## config.mk

```make
export PLATFORM = sky130hd
export DESIGN_NAME = mac_pe_os
export DESIGN_NICKNAME = d
export VERILOG_FILES = /design/src/rtl/mac_pkg.sv /design/src/rtl/mac_mult_pipe.sv /design/src/rtl/mac_pe_os.sv
export SDC_FILE = /design/constraint.sdc
export NUM_CORES = 1
export LEC_CHECK = 0
export ABC_AREA = 1
export CORE_AREA = 2 2 192 194
export CTS_CLUSTER_DIAMETER = 80
export DETAILED_ROUTE_END_ITERATION = 10
export DIE_AREA = 0 0 194 196
export PLACE_DENSITY = 0.68
export SLEW_MARGIN = 40
export SYNTH_ARGS = -nofsm -noshare
export SYNTH_HDL_FRONTEND = slang
export SYNTH_HIERARCHICAL = 1
export SYNTH_SLANG_ARGS = --single-unit
```

## constraint.sdc

```tcl
create_clock -name i_clk -period 5.6 [get_ports i_clk]
set_input_delay 0.56 -clock i_clk [delete_from_list [all_inputs] [get_ports i_clk]]
set_output_delay 0.56 -clock i_clk [all_outputs]
set_load 0.005 [all_outputs]
```

## src/rtl/mac_pkg.sv

```systemverilog
// Shared defaults, pipeline bound and result-narrowing helper for the output-stationary MAC PE.
// Optional macro MAC_SAT_EN: saturate narrowed results instead of truncating them.
package mac_pkg;

    localparam int DATA_W_DEF    = 16;
    localparam int ACC_W_DEF     = 40;
    localparam int OUT_W_DEF     = 16;
    localparam int FRAC_BITS_DEF = 0;
    localparam int MUL_PIPE_DEF  = 1;
    localparam int MUL_PIPE_MAX  = 2;
    localparam int ACC_MAX_W     = 64;

    // Reduce an already-shifted value to out_w bits; the caller keeps the low out_w bits.
    function automatic logic signed [ACC_MAX_W-1:0] narrow_word(
        input logic signed [ACC_MAX_W-1:0] v,
        input int unsigned                 out_w
    );
`ifdef MAC_SAT_EN
        logic signed [ACC_MAX_W-1:0] hi;
        logic signed [ACC_MAX_W-1:0] lo;
        hi = (ACC_MAX_W'(1) << (out_w - 1)) - ACC_MAX_W'(1);
        lo = ~hi;
        if (v > hi) return hi;
        if (v < lo) return lo;
        return v;
`else
        return v & ((ACC_MAX_W'(1) << out_w) - ACC_MAX_W'(1));
`endif
    endfunction

endpackage

```

## src/rtl/mac_mult_pipe.sv

```systemverilog
// Signed multiplier followed by MUL_PIPE (0..MUL_PIPE_MAX) register stages;
// product, valid and last travel together and all stages freeze when en=0.
module mac_mult_pipe import mac_pkg::*; #(
    parameter int DATA_WIDTH = DATA_W_DEF,
    parameter int MUL_PIPE   = MUL_PIPE_DEF
) (
    input  logic                           clk,
    input  logic                           rst,
    input  logic                           en,
    input  logic signed [DATA_WIDTH-1:0]   a,
    input  logic signed [DATA_WIDTH-1:0]   b,
    input  logic                           valid,
    input  logic                           last,
    output logic signed [2*DATA_WIDTH-1:0] prod,
    output logic                           prod_valid,
    output logic                           prod_last
);

    localparam int PW = 2 * DATA_WIDTH;

    logic signed [PW-1:0] prod_in;

    assign prod_in = PW'(a) * PW'(b);

    generate
        if (MUL_PIPE == 0) begin : g_comb
            assign prod       = prod_in;
            assign prod_valid = valid;
            assign prod_last  = last;
        end else begin : g_pipe
            logic [MUL_PIPE-1:0][PW-1:0] prod_pipe;
            logic [MUL_PIPE-1:0]         vld_pipe;
            logic [MUL_PIPE-1:0]         last_pipe;

            always_ff @(posedge clk) begin
                if (rst) begin
                    prod_pipe <= '0;
                    vld_pipe  <= '0;
                    last_pipe <= '0;
                end else if (en) begin
                    prod_pipe[0] <= prod_in;
                    vld_pipe[0]  <= valid;
                    last_pipe[0] <= last;
                    for (int s = 1; s < MUL_PIPE; s++) begin
                        prod_pipe[s] <= prod_pipe[s-1];
                        vld_pipe[s]  <= vld_pipe[s-1];
                        last_pipe[s] <= last_pipe[s-1];
                    end
                end
            end

            assign prod       = $signed(prod_pipe[MUL_PIPE-1]);
            assign prod_valid = vld_pipe[MUL_PIPE-1];
            assign prod_last  = last_pipe[MUL_PIPE-1];
        end
    endgenerate

endmodule

```

## src/rtl/mac_pe_os.sv

```systemverilog
// Output-stationary MAC processing element: forwards operands, accumulates signed
// products per dot product, and merges local results with a neighbour drain chain.
module mac_pe_os import mac_pkg::*; #(
    parameter int DATA_WIDTH = DATA_W_DEF,
    parameter int ACC_WIDTH  = ACC_W_DEF,
    parameter int OUT_WIDTH  = OUT_W_DEF,
    parameter int FRAC_BITS  = FRAC_BITS_DEF,
    parameter int MUL_PIPE   = MUL_PIPE_DEF
) (
    input  logic                  i_clk,
    input  logic                  i_rst,
    input  logic                  i_en,
    input  logic [DATA_WIDTH-1:0] iv_a,
    input  logic [DATA_WIDTH-1:0] iv_b,
    input  logic                  i_valid,
    input  logic                  i_last,
    output logic [DATA_WIDTH-1:0] ov_a,
    output logic [DATA_WIDTH-1:0] ov_b,
    output logic                  o_valid,
    output logic                  o_last,
    input  logic [OUT_WIDTH-1:0]  iv_drain,
    input  logic                  i_drain_valid,
    output logic                  o_drain_ready,
    output logic [OUT_WIDTH-1:0]  ov_result,
    output logic                  o_result_valid,
    input  logic                  i_result_ready,
    output logic                  o_ovf
);

    localparam int PW = 2 * DATA_WIDTH;

    logic signed [PW-1:0]        prod;
    logic                        prod_valid;
    logic                        prod_last;
    logic signed [ACC_WIDTH-1:0] acc;
    logic signed [ACC_WIDTH-1:0] prod_ext;
    logic signed [ACC_WIDTH-1:0] sum;
    logic signed [ACC_WIDTH-1:0] final_val;
    logic signed [ACC_WIDTH-1:0] shifted;
    logic                        final_vld;
    logic [OUT_WIDTH-1:0]        narrowed;
    logic [OUT_WIDTH-1:0]        local_res;
    logic                        local_vld;
    logic [OUT_WIDTH-1:0]        hold_res;
    logic                        hold_vld;
    logic                        out_free;
    logic                        drain_acc;

    always_ff @(posedge i_clk) begin
        if (i_rst) begin
            ov_a    <= '0;
            ov_b    <= '0;
            o_valid <= 1'b0;
            o_last  <= 1'b0;
        end else if (i_en) begin
            ov_a    <= iv_a;
            ov_b    <= iv_b;
            o_valid <= i_valid;
            o_last  <= i_last;
        end
    end

    mac_mult_pipe #(
        .DATA_WIDTH (DATA_WIDTH),
        .MUL_PIPE   (MUL_PIPE)
    ) u_mult (
        .clk        (i_clk),
        .rst        (i_rst),
        .en         (i_en),
        .a          (iv_a),
        .b          (iv_b),
        .valid      (i_valid),
        .last       (i_last),
        .prod       (prod),
        .prod_valid (prod_valid),
        .prod_last  (prod_last)
    );

    assign prod_ext = ACC_WIDTH'(prod);
    assign sum      = acc + prod_ext;

    // The closing product is folded into the captured sum while acc restarts from 0.
    always_ff @(posedge i_clk) begin
        if (i_rst) begin
            acc       <= '0;
            final_val <= '0;
            final_vld <= 1'b0;
        end else if (i_en) begin
            final_vld <= prod_valid & prod_last;
            if (prod_valid) begin
                if (prod_last) begin
                    final_val <= sum;
                    acc       <= '0;
                end else begin
                    acc <= sum;
                end
            end
        end
    end

    assign shifted  = final_val >>> FRAC_BITS;
    assign narrowed = OUT_WIDTH'(narrow_word(ACC_MAX_W'(shifted), OUT_WIDTH));

    always_ff @(posedge i_clk) begin
        if (i_rst) begin
            local_res <= '0;
            local_vld <= 1'b0;
        end else if (i_en) begin
            local_res <= narrowed;
            local_vld <= final_vld;
        end
    end

    assign o_drain_ready = !hold_vld && !local_vld;
    assign out_free      = !o_result_valid || i_result_ready;
    assign drain_acc     = i_drain_valid && o_drain_ready && i_en;

    // Output load priority: local result, then hold, then drain. A drain word is only
    // accepted while hold is empty and no local result competes, so it never gets lost.
    always_ff @(posedge i_clk) begin
        if (i_rst) begin
            ov_result      <= '0;
            o_result_valid <= 1'b0;
            hold_res       <= '0;
            hold_vld       <= 1'b0;
            o_ovf          <= 1'b0;
        end else if (i_en) begin
            if (out_free) begin
                if (local_vld) begin
                    ov_result      <= local_res;
                    o_result_valid <= 1'b1;
                end else if (hold_vld) begin
                    ov_result      <= hold_res;
                    o_result_valid <= 1'b1;
                    hold_vld       <= 1'b0;
                end else if (drain_acc) begin
                    ov_result      <= iv_drain;
                    o_result_valid <= 1'b1;
                end else begin
                    o_result_valid <= 1'b0;
                end
            end else if (local_vld) begin
                if (!hold_vld) begin
                    hold_res <= local_res;
                    hold_vld <= 1'b1;
                end else begin
                    o_ovf <= 1'b1;
                end
            end else if (drain_acc) begin
                hold_res <= iv_drain;
                hold_vld <= 1'b1;
            end
        end
    end

endmodule

```

== Word-level counts from Yosys, hierarchy flattened ==
Cells that the tools add are included.
Word-level totals
  register bits: 175
  input bits: 55
  output and inout bits: 53
  word-level logic and storage cells: 51
Operators by class
  add/subtract/negate cells: 1
  multipliers: 1
  equal/unequal tests: 2
  muxes and demuxes: 13
  bitwise gates (word level): 2
  reductions and logical operators: 17
Operators with widths (count)
  $mux 16: 5
  $add 40x32->40: 1
  $mux 40: 1
  $mul 16x16->32: 1
  $reduce_and 3->1: 3
  $reduce_and 4->1: 2
  $mux 1: 7
  $reduce_bool 3->1: 2
  $ne 2x2->1 const B: 2
  $reduce_and 2->1: 2
  $logic_and 1x1->1: 3
  $logic_not 1->1: 3
  $reduce_bool 2->1: 1
  $and 1x1->1: 1
  $logic_or 1x1->1: 1
  $not 1->1: 1

== Depth between registers and ports, before layout ==
Gate-level depths: netlist of the first run.
  depth after elaboration: 7
  depth in mapped cells: 26
  gate-level depth less buffers: 24

== Cells and area by module ==
Netlist of the first run, hierarchy kept.
By module, submodules not included
  mac_mult_pipe: times used 1, cells each 1671, area each 12223.0 sq um, seq. area each 680.7 sq um
  mac_pe_os: times used 1, cells each 783, area each 5500.3 sq um, seq. area each 2382.3 sq um

== Least setup slack after synthesis of the first run ==
No wires, ideal clock.
  path type: input to register
  start point: input iv_b[5]
  end point: register u_mult.g_pipe.prod_pipe, in the netlist u_mult/prod[31]
  library setup time: 0.122 ns
  data arrival time: 5.681 ns
  required time: 5.478 ns
  slack: -0.203 ns
  cell stages on the path: 24
  buffers on the path: 2
  cells stage by stage: clkbuf_1 clkbuf_1 nand2_1 fa_1 inv_1 fa_1 inv_1 fa_1 inv_1 fa_1 fa_1 inv_1 fa_1 inv_1 ha_1 nand2_1 nor2_1 nand3_1 nor3_2 nand2_2 nand2_1 nand3_1 nand2_1 a21oi_2
On the way
  longest elaborated chain between the ends: 1
Ends and longest elaborated chain
  from (decl): RTL line mac_pe_os.sv:14  | input logic [DATA_WIDTH-1:0] iv_b,
  $mul 16x16->32: RTL line mac_mult_pipe.sv:23  | assign prod_in = PW'(a) * PW'(b);
  to (signal, indexed assignment): RTL line mac_mult_pipe.sv:45  | prod_pipe[s] <= prod_pipe[s-1];
  to (decl): RTL line mac_mult_pipe.sv:31  | logic [MUL_PIPE-1:0][PW-1:0] prod_pipe;
No other way between the ends.
A chain may end at the register's enable or synchronous reset.

== Worst setup path after layout of the first run ==
  start point: input iv_b[3]
  end point: register u_mult.g_pipe.prod_pipe, in the netlist u_mult/prod[15]
The elaborated chain is that of the path after synthesis.

==> impl_summary.txt, run 1 <==
----------------------------------------------------
[Run status]
  Result of the run ... finished clean

[Setup path]
  Most numerous cell on the critical path ... sky130_fd_sc_hd__fa_1
  Slowest Stage Delay on Critical Path ... 560 ps
  Max FO, Critical Path ... 6
  Crit path buf inv count ... 8
  Worst Path Required ... 5920 ps
  Data arrival at the endpoint of the critical path ... 5690 ps
  CP Class ... in -> reg
  Cells traversed along the worst timing path ... clkdlybuf4s50_1, buf_4, buf_4, nand2_1, fa_1, fa_1, fa_1, inv_1, fa_1, fa_1, inv_1, fa_1, inv_1, ha_1, nand2_2, inv_2, a21oi_4, nand3_4, xor2_1, o21ai_1, inv_1
  Critical path's slowest cell ... sky130_fd_sc_hd__fa_1
  Cell class contributing the biggest share of worst-path delay ... adder cells
  Type of element launching the critical path ... input port
  Critical path endpoint category ... flip-flop

[Global route]
  First-pass GRT wire length ... 45,800 um
  Global-route usage over all layers ... 0.1455
  Largest net degree at the start of global routing ... 80
  Vias in the first global route ... 9,620
  Number of antenna violations at the first check in global routing ... 0
  Remaining Overflow, GRT ... 0

[Placement]
  Number of placed instances with taps included ... 2,070
  Number of buffers added on ports ... 107
  Final weighted congestion in routability-driven placement ... 0.8896
  HPWL after detailed placement ... 21,030 um

[Logic synthesis]
  Gate Count Post-Synth ... 1,534
  Synth warn ... 6
  Netlist Area Pre-Place ... 10,870 um^2
  Net count of the mapped netlist ... 1,761
  Syn avg cell area ... 7.089 um^2

[Power]
  Power Internal ... 3175 uW
  Combinational fraction of design power ... 0.580
  Relative contribution of the clock network to total power ... 0.219
  Switching component of the power ... 2300 uW
  IR drop worst, VDD ... 0.4434 mV
  Switching Share ... 0.4201
  Proportion of power drawn by flip-flops and latches ... 0.201
  Static leakage ... 0.006954 uW
  Power density over cell area ... 413.0 nW/um^2

[Clock tree]
  Clock latency on the worst-skew pair ... 420 ps
  Number of levels the H-tree was split into ... 4
  Post-CTS setup-driven buffer insertion count ... 0
  Maximum buffer depth of the clock tree ... 2
  CTS root buf ... sky130_fd_sc_hd__clkbuf_16
  Number of clock sinks ... 137
  Clock input transition at the sequential cells of the worst setup and hold paths ... 70 ps
  Total clock buffers created by CTS ... 17
  TritonCTS clock tree ... done

[STA]
  Unrepaired setup endpoints after global routing ... no
  Slew headroom ... 0.4699
  Tcrit/Tclk final ... 0.9586
  Final number of hold-violating endpoints ... 0
  Setup TNS ... 0 ps
  Final period demand of the worst path ... 5368 ps
  Worst Max-Slew Pin Slew ... 793.3 ps
  Count of pins over their slew limit ... 0
  Max Clock Freq ... 0.1863 GHz
  Maximum clock skew at final layout ... 8.440 ps
  Number of failing setup endpoints in the final timing report ... 0

[Die]
  Core footprint ... 36,080 um^2
  Initial standard-cell utilization of the core ... 0.3014
  Die boundary width ... 194 um
  Die area ... 38,020 um^2
  IO Pins ... 108
  Core Rows ... 70
  Die Height ... 196 um

[Route]
  Number of nets with antenna violations after detailed routing ... 0
  Via count normalized by instance count ... 4.502
  Vias post-DR ... 9,464
  First-iteration detailed-routing DRC count ... 548
  DR WL/cell ... 12.95 um
  Detailed-route wire length ... 27,220 um
  Residual DRC count ... 0
  First drt pass iteration count ... 5

[Final layout]
  Area of combinational cells with multiple inputs ... 6574 um^2
  FF+latch area ... 2744 um^2
  Proportion of layout cells with a drive suffix above 1 ... 0.08874
  Antenna diode count ... 0
  Post-layout net count ... 1,848
  Post-synthesis to final-layout area growth ... 21.89%
  Non-filler cells, final ... 2,102
  Filler Cell Count ... 3,786
  Utilization after layout ... 0.3673

[Worst hold path]
  Worst min-delay path category ... reg -> reg

[Run]
  MaxCap Viol Count ... 0

----------------------------------------------------
==> layout by cell type (no fill, tap or decap), types with 2 or more instances in the layout <==
master                            count
sky130_fd_sc_hd__inv_8                3
sky130_fd_sc_hd__a21o_1               3
sky130_fd_sc_hd__nand2_1            344
sky130_fd_sc_hd__nor2_1             164
sky130_fd_sc_hd__nand4_1             17
sky130_fd_sc_hd__a21oi_4              2
sky130_fd_sc_hd__inv_2                9
sky130_fd_sc_hd__dlymetal6s2s_1       7
sky130_fd_sc_hd__o21ai_1             29
sky130_fd_sc_hd__o21bai_1             6
sky130_fd_sc_hd__inv_6                3
sky130_fd_sc_hd__clkdlybuf4s50_1     98
sky130_fd_sc_hd__nand3_2              4
sky130_fd_sc_hd__a21oi_1             55
sky130_fd_sc_hd__nand3_1             28
sky130_fd_sc_hd__clkbuf_16           17
sky130_fd_sc_hd__clkinvlp_4           4
sky130_fd_sc_hd__xor2_1              18
sky130_fd_sc_hd__dfxtp_1            136
sky130_fd_sc_hd__ha_1                76
sky130_fd_sc_hd__o21a_1               3
sky130_fd_sc_hd__nor2_2               6
sky130_fd_sc_hd__or2_2                2
sky130_fd_sc_hd__nor2_4               2
sky130_fd_sc_hd__o21ai_0             98
sky130_fd_sc_hd__buf_2                2
sky130_fd_sc_hd__nor3_1               3
sky130_fd_sc_hd__fa_1                95
sky130_fd_sc_hd__bufinv_16            3
sky130_fd_sc_hd__nand2_2             11
sky130_fd_sc_hd__a31oi_1             17
sky130_fd_sc_hd__buf_4               71
sky130_fd_sc_hd__inv_1              288
==> worst register-to-register path, cell delays in order, from the launching register on <==
cell,delay (ps)
sky130_fd_sc_hd__dfxtp_1,400
sky130_fd_sc_hd__nand2_2,270
sky130_fd_sc_hd__nor2_1,260
sky130_fd_sc_hd__nand2_2,110
sky130_fd_sc_hd__a21oi_4,620
sky130_fd_sc_hd__o21ai_0,160
sky130_fd_sc_hd__a31oi_1,180
==> final timing paths <==
check	start	to	slack, ps	depth (start not counted)
hold reg to reg	final_vld	final_vld	460	2
setup / recovery	iv_b[3]	u_mult/prod[15]	230	21
hold / removal	final_vld	final_vld	460	2
setup reg to reg	o_result_valid	hold_res[15]	3520	6
==> power groups by stage <==
stage	Sequential [uW]	Clock [uW]	Combinational, uW
3_3_place_gp	1120	0	3100
2_1_floorplan	1100	0	2200
4_1_cts	1100	1220	3190
5_1_grt	1100	1260	3660
3_5_place_dp	1120	0	3170
6_report	1100	1200	3180
==> flip-flops by register name, summed over array words and instances (netlist names), 16 cells and up <==
signal and count:
acc 16, final_val 16, hold_res 16, local_res 16, ov_a 16, ov_b 16, ov_result 16, u_mult/prod 16
==> through the flow <==
step	hold WS [ps]	power (uW)	cell area [um^2]	setup slack (ps)
after floorplan	429.7	3304	10870	191.6
after global placement	440.5	4221	12600	-246.2
after detailed placement	452.1	4285	12600	-291.4
after CTS	462.2	5506	13220	161.0
after global routing	480.5	6028	13250	25.12
final	462.4	5475	13250	231.6
==> timing repair <==
| action | in CTS | in global routing |
|---|---|---|
| resized for setup | 0 | 8 |
| hold buffers | 0 | 0 |
| endpoints found under the setup margin | 0 | 4 |
==> per-layer routing <==
| metal | wire [um] | vias up | global-route usage | share of wire |
|---|---|---|---|---|
| li1 | - | 4780 | - | - |
| met1 | 12020 | 4450 | 0.1743 | 0.44 |
| met2 | 13510 | 204 | 0.2632 | 0.50 |
| met3 | 1175 | 30 | 0.02974 | 0.043 |
| met4 | 515 | 0 | 0.04068 | 0.019 |
| met5 | 0 | - | 0 | 0 |
==> area by class of cell <==
type                            count  share of cell area
Multi-Input combinational cell    989              0.4960
Sequential cell                   137              0.2070
Timing Repair Buffer              178              0.1216
Inverter                          298             0.08458
Tap cell                          468             0.04418
Clock buffer                       18             0.03238
Clock inverter                     14             0.01425
Power figures use the tool's default switching activity.
==> run 2: changes to the inputs <==
--- a/config.mk
+++ b/config.mk
@@ -10,7 +10,8 @@
 export CTS_CLUSTER_DIAMETER = 80
 export DETAILED_ROUTE_END_ITERATION = 10
 export DIE_AREA = 0 0 194 196
-export PLACE_DENSITY = 0.68
+export PLACE_DENSITY = 0.83
+export SKIP_CTS_REPAIR_TIMING = 1
 export SLEW_MARGIN = 40
 export SYNTH_ARGS = -nofsm -noshare
 export SYNTH_HDL_FRONTEND = slang
==> run 2 against run 1 <==
Die area did not move. Clock skew rose by 4.0 ps. Power rose by 3.4%. Combinational power rose by 4%. Count of clock-buffer cells in the layout rose by 2. Routed wire length rose by 0.70%. Non-clock buffer count fell by 10. Critical path depth rose by 2. Register-to-register slack got worse by 170 ps. Critical endpoint unchanged.
==> impl_summary.txt, run 2 (synthesis results as in run 1) <==
----------------------------------------------------
[Run]
  MaxCap Viol Count ... 0 (unchanged)

[Setup path]
  Slowest Stage Delay on Critical Path ... 540 ps (was 560 ps)
  Max FO, Critical Path ... 5 (was 6)
  Worst Path Required ... 5920 ps (about the same)
  Type of element launching the critical path ... input port (unchanged)
  Crit path buf inv count ... 10 (was 8)
  CP Class ... in -> reg (unchanged)
  Critical path's slowest cell ... sky130_fd_sc_hd__fa_1 (unchanged)
  Cell class contributing the biggest share of worst-path delay ... adder cells (unchanged)
  Cells traversed along the worst timing path ... clkdlybuf4s50_1, buf_4, buf_4, nand2_1, inv_1, fa_1, inv_1, fa_1, fa_1, inv_1, fa_1, fa_1, inv_1, fa_1, inv_1, ha_4, nand2_2, inv_2, a21oi_4, nand3_4, xor2_1, o21ai_1, inv_1 (was clkdlybuf4s50_1, buf_4, buf_4, nand2_1, fa_1, fa_1, fa_1, inv_1, fa_1, fa_1, inv_1, fa_1, inv_1, ha_1, nand2_2, inv_2, a21oi_4, nand3_4, xor2_1, o21ai_1, inv_1)
  Critical path endpoint category ... flip-flop (unchanged)
  Data arrival at the endpoint of the critical path ... 5670 ps (was 5690 ps)

[Global route]
  Largest net degree at the start of global routing ... 80 (unchanged)
  First-pass GRT wire length ... 46,070 um (was 45,800 um)
  Vias in the first global route ... 9,599 (was 9,620)
  Number of antenna violations at the first check in global routing ... 0 (unchanged)
  Remaining Overflow, GRT ... 0 (unchanged)
  Global-route usage over all layers ... 0.1459 (was 0.1455)

[Clock tree]
  CTS root buf ... sky130_fd_sc_hd__clkbuf_16 (unchanged)
  Clock latency on the worst-skew pair ... 420 ps (about the same)
  Maximum buffer depth of the clock tree ... 2 (unchanged)
  Number of levels the H-tree was split into ... 4 (unchanged)
  Number of clock sinks ... 137 (unchanged)
  TritonCTS clock tree ... done (unchanged)
  Total clock buffers created by CTS ... 17 (unchanged)
  Clock input transition at the sequential cells of the worst setup and hold paths ... 60 ps (was 70 ps)

[Die]
  Initial standard-cell utilization of the core ... 0.3014 (unchanged)
  Die boundary width ... 194 um (unchanged)
  IO Pins ... 108 (unchanged)
  Core footprint ... 36,080 um^2 (unchanged)
  Core Rows ... 70 (unchanged)
  Die Height ... 196 um (unchanged)
  Die area ... 38,020 um^2 (unchanged)

[Run status]
  Result of the run ... finished clean (unchanged)

[Route]
  Residual DRC count ... 0 (unchanged)
  Number of nets with antenna violations after detailed routing ... 0 (unchanged)
  DR WL/cell ... 13.10 um (was 12.95 um)
  First-iteration detailed-routing DRC count ... 667 (was 548)
  Vias post-DR ... 9,627 (was 9,464)
  Via count normalized by instance count ... 4.602 (was 4.502)
  Detailed-route wire length ... 27,410 um (was 27,220 um)
  First drt pass iteration count ... 4 (was 5)

[Final layout]
  Antenna diode count ... 0 (unchanged)
  Post-synthesis to final-layout area growth ... 22.02% (was 21.89%)
  Utilization after layout ... 0.3677 (was 0.3673)
  Proportion of layout cells with a drive suffix above 1 ... 0.08559 (was 0.08874)
  Post-layout net count ... 1,838 (was 1,848)
  Most common library cell in the layout ignoring fill and taps ... sky130_fd_sc_hd__nand2_1 (unchanged)
  Commonest cells after routing, fill and taps aside ... sky130_fd_sc_hd__nand2_1, sky130_fd_sc_hd__inv_1, sky130_fd_sc_hd__nor2_1, sky130_fd_sc_hd__dfxtp_1, sky130_fd_sc_hd__clkdlybuf4s50_1 (was sky130_fd_sc_hd__nand2_1, sky130_fd_sc_hd__inv_1, sky130_fd_sc_hd__nor2_1, sky130_fd_sc_hd__dfxtp_1)
  Non-filler cells, final ... 2,092 (was 2,102)

[Placement]
  Minimum setup slack after placement ... -295.3 ps (was -291.4 ps)
  HPWL after detailed placement ... 20,700 um (was 21,030 um)
  Final weighted congestion in routability-driven placement ... 0.9463 (was 0.8896)
  Number of placed instances with taps included ... 2,059 (was 2,070)
  Number of buffers added on ports ... 107 (unchanged)

[STA]
  Unrepaired setup endpoints after global routing ... no (unchanged)
  Count of pins over their slew limit ... 0 (unchanged)
  Number of failing setup endpoints in the final timing report ... 0 (unchanged)
  Setup slack after layout ... 255.5 ps (was 231.6 ps)
  Worst Max-Slew Pin Slew ... 827.3 ps (was 793.3 ps)
  Final period demand of the worst path ... 5345 ps (was 5368 ps)
  Slew headroom ... 0.4477 (was 0.4699)
  Final number of hold-violating endpoints ... 0 (unchanged)
  Max Clock Freq ... 0.1871 GHz (was 0.1863 GHz)
  Tcrit/Tclk final ... 0.9544 (was 0.9586)
  Maximum clock skew at final layout ... 12.45 ps (was 8.440 ps)

[Worst hold path]
  Worst min-delay path category ... reg -> reg (unchanged)

[Power]
  IR drop worst, VDD ... 0.4989 mV (was 0.4434 mV)
  Power density over cell area ... 426.8 nW/um^2 (was 413.0 nW/um^2)
  Static leakage ... 0.006927 uW (was 0.006954 uW)

----------------------------------------------------
run 2: cell types whose count changed in the layout (fill, tap and decap cells not counted), sizes merged, moves of 2 or more:
cell	delta
inv	-3
clkinv	+2
clkinvlp	-2
clkbuf	+2
buf	-10
run 2: final timing paths:
check / from / to / slack (ps) / cells past startpoint
max: iv_b[6] / u_mult/prod[15] / 260 / 23
min: final_val[14] / local_res[14] / 460 / 2
max reg2reg: local_vld / hold_res[0] / 3350 / 7
min reg2reg: final_val[14] / local_res[14] / 460 / 2
run 2: power by group:
| part | internal [uW] | total, uW | switching, uW |
|---|---|---|---|
| clock | 788 | 1250 | 463 |
| combinational | 1480 | 3310 | 1840 |
| sequential | 1050 | 1100 | 50.1 |
run 2: final cells by class:
class	count	area (um^2)
inverters	298	1121
clock inverters	12	186.4
repair buffers	168	1554
multi-input cells	989	6611
well taps	468	585.6
clock buffers	20	466.7
flip-flops and latches	137	2744
fillers	3645	22820
run 2: worst reg2reg max path, stage by stage, from the launching register on:
cell	delay, ps
sky130_fd_sc_hd__dfxtp_2	640
sky130_fd_sc_hd__inv_2	360
sky130_fd_sc_hd__nand2_1	190
sky130_fd_sc_hd__nand2_2	80
sky130_fd_sc_hd__a21oi_4	370
sky130_fd_sc_hd__buf_8	240
sky130_fd_sc_hd__o21ai_0	110
sky130_fd_sc_hd__a31oi_1	180
run 2: routing by layer:
layer,global-route usage,vias up,share of wire
met5,0,-,0
met4,0.03648,0,0.016
met1,0.1798,4582,0.44
met2,0.2593,256,0.50
met3,0.03043,36,0.048
li1,-,4753,-
run 2: through the flow:
step                      hold slack, ps  cell area (um^2)  setup TNS [ps]  total power (uW)
after CTS                          465.7             13190               0              5500
after detailed placement           454.7             12530           -1262              4232
after global routing               487.0             13270               0              6202
final                              464.5             13270               0              5663
after global placement             444.9             12530          -961.2              4130
after floorplan                    429.7             10870               0              3304
==> run 3: changes to the inputs <==
--- a/config.mk
+++ b/config.mk
@@ -10,7 +10,9 @@
 export CTS_CLUSTER_DIAMETER = 80
 export DETAILED_ROUTE_END_ITERATION = 10
 export DIE_AREA = 0 0 194 196
-export PLACE_DENSITY = 0.83
+export DONT_BUFFER_PORTS = 1
+export HOLD_SLACK_MARGIN = 0.03
+export PLACE_DENSITY = 0.79
 export SKIP_CTS_REPAIR_TIMING = 1
 export SLEW_MARGIN = 40
 export SYNTH_ARGS = -nofsm -noshare
==> run 3 against run 2 <==
Die area unchanged. Critical path depth decreased by 3. Sequential share of layout area increased by 2.9 points. Global-route usage decreased by 0.28 points. Combinational power decreased by 19%. Critical path type unchanged. Critical endpoint unchanged. Highest routed layer unchanged. Sequential power about the same. Largest power group unchanged. Count of clock-buffer cells in the layout decreased by 2.
==> impl_summary.txt, run 3 (synthesis results as in run 1) <==
----------------------------------------------------
[STA]
  Number of failing setup endpoints in the final timing report ... 0 (unchanged)
  Setup TNS ... 0 ps (unchanged)
  Count of pins over their slew limit ... 0 (unchanged)
  Final number of hold-violating endpoints ... 0 (unchanged)
  Unrepaired setup endpoints after global routing ... no (unchanged)
  Final period demand of the worst path ... 4861 ps (was 5345 ps)
  Slew headroom ... 0.4814 (was 0.4477)
  Tightest hold margin ... 230.0 ps (was 464.5 ps)
  Maximum clock skew at final layout ... 15.30 ps (was 12.45 ps)
  Max Clock Freq ... 0.2057 GHz (was 0.1871 GHz)
  Tcrit/Tclk final ... 0.8680 (was 0.9544)
  Worst Max-Slew Pin Slew ... 777.0 ps (was 827.3 ps)

[Final layout]
  Antenna diode count ... 0 (unchanged)
  Utilization after layout ... 0.3223 (was 0.3677)
  Commonest cells after routing, fill and taps aside ... sky130_fd_sc_hd__nand2_1, sky130_fd_sc_hd__inv_1, sky130_fd_sc_hd__nor2_1, sky130_fd_sc_hd__dfxtp_1, sky130_fd_sc_hd__o21ai_0 (was sky130_fd_sc_hd__nand2_1, sky130_fd_sc_hd__inv_1, sky130_fd_sc_hd__nor2_1, sky130_fd_sc_hd__dfxtp_1, sky130_fd_sc_hd__clkdlybuf4s50_1)
  Post-layout net count ... 1,672 (was 1,838)
  Filler Cell Count ... 3,810 (was 3,645)
  Most common library cell in the layout ignoring fill and taps ... sky130_fd_sc_hd__nand2_1 (unchanged)
  Post-synthesis to final-layout area growth ... 6.950% (was 22.02%)
  Proportion of layout cells with a drive suffix above 1 ... 0.05144 (was 0.08559)

[Setup path]
  Cells traversed along the worst timing path ... nand2_1, fa_1, inv_1, fa_1, inv_1, fa_1, inv_1, fa_1, fa_1, inv_1, fa_1, inv_1, ha_1, nand2_2, inv_2, a21oi_4, nand3_4, xor2_1, o21ai_1, inv_1 (was clkdlybuf4s50_1, buf_4, buf_4, nand2_1, inv_1, fa_1, inv_1, fa_1, fa_1, inv_1, fa_1, fa_1, inv_1, fa_1, inv_1, ha_4, nand2_2, inv_2, a21oi_4, nand3_4, xor2_1, o21ai_1, inv_1)
  Crit path buf inv count ... 7 (was 10)
  CP Class ... in -> reg (unchanged)
  Critical path's slowest cell ... sky130_fd_sc_hd__fa_1 (unchanged)
  Cell class contributing the biggest share of worst-path delay ... adder cells (unchanged)
  Slowest Stage Delay on Critical Path ... 570 ps (was 540 ps)
  Max FO, Critical Path ... 8 (was 5)
  Type of element launching the critical path ... input port (unchanged)
  Slack of the worst reg-to-reg path ... 3370 ps (was 3350 ps)
  Worst Path Required ... 5920 ps (about the same)
  Critical path endpoint category ... flip-flop (unchanged)
  Data arrival at the endpoint of the critical path ... 5180 ps (was 5670 ps)

[Clock tree]
  Total clock buffers created by CTS ... 17 (unchanged)
  Number of levels the H-tree was split into ... 4 (unchanged)
  Maximum buffer depth of the clock tree ... 2 (unchanged)
  Clock latency on the worst-skew pair ... 430 ps (was 420 ps)
  Number of clock sinks ... 137 (unchanged)
  CTS root buf ... sky130_fd_sc_hd__clkbuf_16 (unchanged)
  Clock input transition at the sequential cells of the worst setup and hold paths ... 70 ps (was 60 ps)
  TritonCTS clock tree ... done (unchanged)

[Route]
  First drt pass iteration count ... 5 (was 4)
  Residual DRC count ... 0 (unchanged)
  First-iteration detailed-routing DRC count ... 510 (was 667)
  Detailed-route wire length ... 27,030 um (was 27,410 um)
  Vias post-DR ... 9,135 (was 9,627)
  Via count normalized by instance count ... 4.743 (was 4.602)
  Number of nets with antenna violations after detailed routing ... 0 (unchanged)
  DR WL/cell ... 14.03 um (was 13.10 um)

[Power]
  IR drop worst, VDD ... 0.3239 mV (was 0.4989 mV)
  Static leakage ... 0.006159 uW (was 0.006927 uW)
  Post-layout power ... 4949 uW (was 5663 uW)
  Power density over cell area ... 425.5 nW/um^2 (was 426.8 nW/um^2)

[Global route]
  Remaining Overflow, GRT ... 0 (unchanged)
  Number of antenna violations at the first check in global routing ... 0 (unchanged)
  Vias in the first global route ... 9,317 (was 9,599)
  First-pass GRT wire length ... 44,720 um (was 46,070 um)
  Global-route usage over all layers ... 0.1430 (was 0.1459)
  Largest net degree at the start of global routing ... 95 (was 80)

[Die]
  Die boundary width ... 194 um (unchanged)
  Core footprint ... 36,080 um^2 (unchanged)
  IO Pins ... 108 (unchanged)
  Die area ... 38,020 um^2 (unchanged)
  Die Height ... 196 um (unchanged)
  Core Rows ... 70 (unchanged)
  Initial standard-cell utilization of the core ... 0.3014 (unchanged)

[Worst hold path]
  Worst min-delay path category ... in -> reg (was reg -> reg)

[Run]
  MaxCap Viol Count ... 0 (unchanged)

[Run status]
  Result of the run ... finished clean (unchanged)

[Placement]
  Final weighted congestion in routability-driven placement ... 0.8695 (was 0.9463)
  Number of buffers added on ports ... 0 (was 107)
  HPWL after detailed placement ... 19,660 um (was 20,700 um)

----------------------------------------------------
==> run 3: cell type report <==
cell class	count	area, um^2	area share
sequential	137	2745	0.2360
clock buffer	18	439.2	0.03776
clock inverter	14	155.1	0.01334
inverter	298	1121	0.09640
tap	468	585.6	0.05035
multi-input combinational	989	6561	0.5642
timing repair buffer	2	22.52	0.001937
==> run 3: worst reg2reg max path: cells and delay by family, from the launching register on <==
family                 cells  cell delay, ps
and+or+nand+nor            2             280
AOI/OAI and AO/OA          3             670
buffers and inverters      2             590
DFF                        1             640
==> run 3: power by group <==
group | leakage [uW] | internal [uW] | switching (uW)
Sequential | 0.00112 | 1050 | 57.9
Clock | 0.000288 | 644 | 503
Combinational | 0.00475 | 1040 | 1650
Total | 0.00616 | 2730 | 2220
==> run 3: routing by layer <==
layer	up-vias	GRT usage	share of wire	routed length, um
li1	4432	-	-	-
met1	4342	0.1770	0.43	11640
met2	316	0.2421	0.47	12730
met3	45	0.03559	0.075	2017
met4	0	0.05051	0.023	634
met5	-	0	0	0
==> run 3: worst paths after layout <==
kind / from / endpoint / cells past startpoint
worst max-delay path: iv_b[9] / u_mult/prod[15] / 20
worst min-delay path: i_rst / acc[11] / 1
worst max register to register: local_vld / hold_res[0] / 7
worst min register to register: final_vld / final_vld / 2
==> run 3: stage by stage <==
stage          cell area, um^2  std cells  setup slack, ps
2_1_floorplan            10870       1534            191.6
6_report                 11630       1926            739.4
4_1_cts                  11610       1925            728.5
3_3_place_gp             11020       1893            389.4
3_5_place_dp             11020       1893            357.3
5_1_grt                  11630       1926            542.6
